[src/rtl/led_pkg.sv]
// Shared types for the LED frame buffer.
//   rgb_t      : one LED colour, packed {r, g, b}, 8 bits each (r in the MSBs).
//   colour constants for common test and idle patterns.
//   fb_state_e : frame-launch FSM states.
package led_pkg;

  typedef struct packed {
    logic [7:0] r;
    logic [7:0] g;
    logic [7:0] b;
  } rgb_t;

  localparam rgb_t Black   = 24'h000000;
  localparam rgb_t Red     = 24'hff0000;
  localparam rgb_t Green   = 24'h00ff00;
  localparam rgb_t Blue    = 24'h0000ff;
  localparam rgb_t Yellow  = 24'hffff00;
  localparam rgb_t Cyan    = 24'h00ffff;
  localparam rgb_t Magenta = 24'hff00ff;
  localparam rgb_t White   = 24'hffffff;

  typedef enum logic [1:0] {
    StIdle,
    StLoad,
    StReq,
    StSend
  } fb_state_e;

endpackage

[src/rtl/led_frame_buffer.sv]
// Double-buffered LED frame store feeding an LED chain driver.
// Colour writes land in a back bank; a commit marks the back bank as a complete frame, which is
// copied into the front bank and sent with exactly one start/done transfer. The front bank only
// changes in the load cycle, so led_rgb is stable for the whole transfer.
// Ports:
//   clk, rst          : clock, synchronous active-high reset
//   wr_en/wr_addr/wr_rgb : back-bank write port (addresses >= LEDS are ignored)
//   commit            : back bank holds a complete frame
//   led_rgb           : front bank, LED 0 in the MSBs
//   start / done      : driver handshake (done high = driver idle)
//   busy              : frame pending or transfer in flight
//   dropped           : saturating count of frames overwritten before being sent
module led_frame_buffer
  import led_pkg::*;
#(
  parameter int unsigned LEDS   = 50,
  parameter int unsigned DROP_W = 8,
  localparam int unsigned AW    = (LEDS > 1) ? $clog2(LEDS) : 1
) (
  input  logic                clk,
  input  logic                rst,
  input  logic                wr_en,
  input  logic [AW-1:0]       wr_addr,
  input  logic [23:0]         wr_rgb,
  input  logic                commit,
  output logic [24*LEDS-1:0]  led_rgb,
  output logic                start,
  input  logic                done,
  output logic                busy,
  output logic [DROP_W-1:0]   dropped
);

  rgb_t              back_q  [LEDS];
  rgb_t              front_q [LEDS];
  fb_state_e         state_q, state_d;
  logic              start_q, start_d;
  logic              pending_q;
  logic [DROP_W-1:0] dropped_q;
  logic              wr_ok;
  logic              drop_hit;

  assign wr_ok = wr_en && (32'(wr_addr) < LEDS);

  // A commit in the load cycle refills pending for the next frame rather than overwriting an
  // unsent one, so it is not a drop.
  assign drop_hit = commit && pending_q && (state_q != StLoad) && (dropped_q != '1);

  always_comb begin
    state_d = state_q;
    start_d = start_q;
    unique case (state_q)
      StIdle: if (pending_q && done) state_d = StLoad;
      StLoad: begin
        state_d = StReq;
        start_d = 1'b1;
      end
      StReq: if (!done) begin
        state_d = StSend;
        start_d = 1'b0;
      end
      StSend: if (done) state_d = StIdle;
      default: begin
        state_d = StIdle;
        start_d = 1'b0;
      end
    endcase
  end

  always_ff @(posedge clk) begin
    if (rst) begin
      for (int i = 0; i < int'(LEDS); i++) begin
        back_q[i]  <= Black;
        front_q[i] <= Black;
      end
      state_q   <= StIdle;
      start_q   <= 1'b0;
      pending_q <= 1'b0;
      dropped_q <= '0;
    end else begin
      state_q <= state_d;
      start_q <= start_d;
      if (wr_ok) back_q[wr_addr] <= rgb_t'(wr_rgb);
      // Front takes the pre-edge back bank; a write on this edge belongs to the next frame.
      if (state_q == StLoad) begin
        for (int i = 0; i < int'(LEDS); i++) front_q[i] <= back_q[i];
      end
      if (commit) begin
        pending_q <= 1'b1;
      end else if (state_q == StLoad) begin
        pending_q <= 1'b0;
      end
      if (drop_hit) dropped_q <= dropped_q + DROP_W'(1);
    end
  end

  for (genvar i = 0; i < LEDS; i++) begin : g_pack
    assign led_rgb[24*(LEDS-i)-1 -: 24] = front_q[i];
  end

  assign start   = start_q;
  assign busy    = pending_q || (state_q != StIdle);
  assign dropped = dropped_q;

endmodule

[config.mk]
export PLATFORM = sky130hd
export DESIGN_NAME = led_frame_buffer
export DESIGN_NICKNAME = d
export VERILOG_FILES = /design/src/rtl/led_pkg.sv /design/src/rtl/led_frame_buffer.sv
export SDC_FILE = /design/constraint.sdc
export NUM_CORES = 2
export LEC_CHECK = 0
export ABC_AREA = 1
export ABC_CLOCK_PERIOD_IN_PS = 29800
export CAP_MARGIN = 20
export CORE_AREA = 2 2 488 490
export CTS_CLUSTER_SIZE = 8
export DETAILED_ROUTE_END_ITERATION = 8
export DIE_AREA = 0 0 490 492
export GPL_TIMING_DRIVEN = 1
export HOLD_SLACK_MARGIN = 0.05
export SLEW_MARGIN = 10
export SYNTH_ARGS = -nofsm -noshare
export SYNTH_HDL_FRONTEND = slang
export SYNTH_SLANG_ARGS = --single-unit
[constraint.sdc]
create_clock -name clk -period 29.8 [get_ports clk]
set_input_delay 2.98 -clock clk [delete_from_list [all_inputs] [get_ports clk]]
set_output_delay 2.98 -clock clk [all_outputs]
set_load 0.01 [all_outputs]
==> results.toml <==
[status]
run_status = "completed"

[power_and_ir_drop]
powerDensity_mw_per_mm2 = 82.8
leakagePower_nw = 46.2
vdd_drop_max_mv = 0.0513

[yosys]
syn_area_per_cell_um2 = 13.4
syn_area_mm2 = 0.0885
synth_seq_cells = 2412
synth_warnings = 0
synth_commonest_cells = "nor2_1, edfxtp_1, inv_1"
synthCells = 6625
synthFlopType = "edfxtp_1"
yosysSeqAreaShare_pct = 81.7
synth_nets = 6665
synth.largest_area_cell = "edfxtp_1"
synth.distinct_cells = 22
synthTopCellsByArea = "edfxtp_1, nor2_1, inv_1, clkbuf_1, buf_2"
synth_edf_count = 2400
synthArstFlopShare_pct = 0
yosysMostFrequentCell = "nor2_1"
synth_top_cell_area_share_pct = 81.4

[timing]
max_freq_mhz = 132
slew_headroom_pct = 6.12
rsz0062_at_grt = "no"
finalSetupTns_ns = 0
hold_violations = 0
period_minus_slack_ns = 7.60
min_period_over_period_pct = 25.5
tightest_slew_ns = 1.41
clock_skew_ns = 0.0871
drv_slew = 0
setup_viol = 0

[detailed_routing]
drc = 0
drt_first_pass_iters = 5
drtIter0Drc = 6622
ant_nets = 0
routedWlPerCell_um = 25.9
totalWireLength_um = 290000
vias_per_cell = 4.84
dr_total_vias = 54070

[placement]
dpl_cell_area_mm2 = 0.104
numPortBuffers = 1244
dpl.hpwl_um = 180000
dp.cells = 10760
place_congestion = 0.814

[layout]
nFillCells = 20350
fin_cells = 11178
seq_area_mm2 = 0.0723
area_growth_pct = 28.6
finish.instance_area_mm2 = 0.114
multiInputGateArea_mm2 = 0.0101
nets = 8003
drive_gt1_share_pct = 6.67

[floorplanning]
die_h_um = 492
die-area_mm2 = 0.241
die_w_um = 490
core_mm2 = 0.236
ios = 1245
initial_core_util_pct = 37.5
rows = 179

[critical_path]
reg2reg_depth = 8
worstSetupStartpoint = "rst"
worstPathMaxFanout = 219
crit_arrival_ns = 8.22
r2r_end = "front_q[0][606]"
reg2reg_from = "state_q[1]"
setup.worst_path.end = "front_q[0][606]"
r2r_setup_slack_ns = 24.59
crit_type = "in2reg"
required_ns = 30.41
end_kind = "register"
cp-start-kind = "primary input"

[clock_tree]
clockBufferDepth = 4
ctsResizeCount = 0
clock_latency_ns = 0.97
post_cts_buffers = 0
postCtsHoldBufs = 0
cts-htree-levels = 5
clk_pin_slew_ns = 0.05
numCtsBuffers = 352
cts-root-buf = "clkbuf_16"
cts_tree = "yes"
cts_sinks = 2412

[job]
cap_violations = 0

[global_route]
gr-usage-met2_pct = 36.7
grt_max_degree = 220
met1_usage_pct = 30.1
grtUsageTotal_pct = 23.5
antenna_found_initial = 22
grt.busiest_layer = "met2"
grt_pass1_vias = 52395
grt_pass1_wl_um = 398000
met3_usage_pct = 7.75
grt-ovfl-total = 0

[hold_path]
hold_class = "reg2reg"
hold_depth = 2
kinds of logic after synthesis:
kind of cell	count (synthesis)	share of synthesized area [%]
compound gates	14	0.0876
fa+ha+maj	5	0.0707
buf+inv	1609	6.99
flops	2412	81.7
simple gates	2585	11.2
worst max-delay path, cell delays in order:
cell and delay [ns]:
buf_8 0.41, inv_4 0.33, nand2_4 0.70, buf_4 0.85
buf_4 0.80, buf_4 0.73, buf_12 0.68, nor2_1 0.11
how the worst min path moves through the flow:
stage                   startpoint               to
finish               back_q[24][2]  front_q[0][578]
global route         back_q[15][3]  front_q[0][363]
CTS                  back_q[18][0]  front_q[0][432]
detailed placement  back_q[40][13]  front_q[1][205]
global placement     back_q[43][0]  front_q[1][264]
floorplan                pending_q        pending_q
cell type report:
cell class / count / share of cell area (%)
Multi-Input combinational cell: 2604 / 8.83
Sequential cell: 2412 / 63.5
Inverter: 1247 / 4.17
Antenna cell: 10 / 0.0220
Clock buffer: 378 / 7.92
Clock inverter: 14 / 0.156
Tap cell: 3167 / 3.48
Timing Repair Buffer: 1346 / 11.9
layer usage:
metal  part of all wire (%)  wire (um)
met1                     38     110000
met2                     46     134000
met3                     12      34100
met4                    3.9      11200
met5                  0.022         65
power by group:
group	internal, mW	leakage (nW)	switching [mW]
clock	2.10	4.50	1.37
combinational	0.601	17.6	0.787
sequential	4.30	24.1	0.269
layout by cell type, fill, tap and decap left out, types with 7 or more instances in the layout:
cell and count:
nor2_1 2426, edfxtp_1 2400, clkdlybuf4s50_1 1243, inv_1 1222, clkbuf_16 357, nand2_1 104, buf_4 77, inv_4 25
clkbuf_1 21, nand2_2 19, nand3_1 13, buf_8 13, dfxtp_1 12, diode_2 10, nor2_4 8, buf_16 8
o21ai_0 7
registers in the layout, indices dropped and copies added, names as in the netlist:
register   cells
back_q      1200
front_q     1200
dropped        8
state_q        2
pending_q      1
start          1
metrics by stage:
| stage | hold WS, ns | power [mW] | utilization, % | setup WS (ns) |
|---|---|---|---|---|
| after detailed placement | 0.516 | 6.00 | 44.1 | 21.30 |
| after global routing | 0.523 | 9.70 | 48.2 | 21.92 |
| after global placement | 0.506 | 6.00 | 44.1 | 21.40 |
| after CTS | 0.490 | 9.47 | 48.0 | 22.30 |
| final | 0.492 | 9.42 | 48.2 | 22.20 |
| after floorplan | 0.499 | 5.21 | - | 11.03 |
No activity file was read; power rests on OpenSTA's default activity.
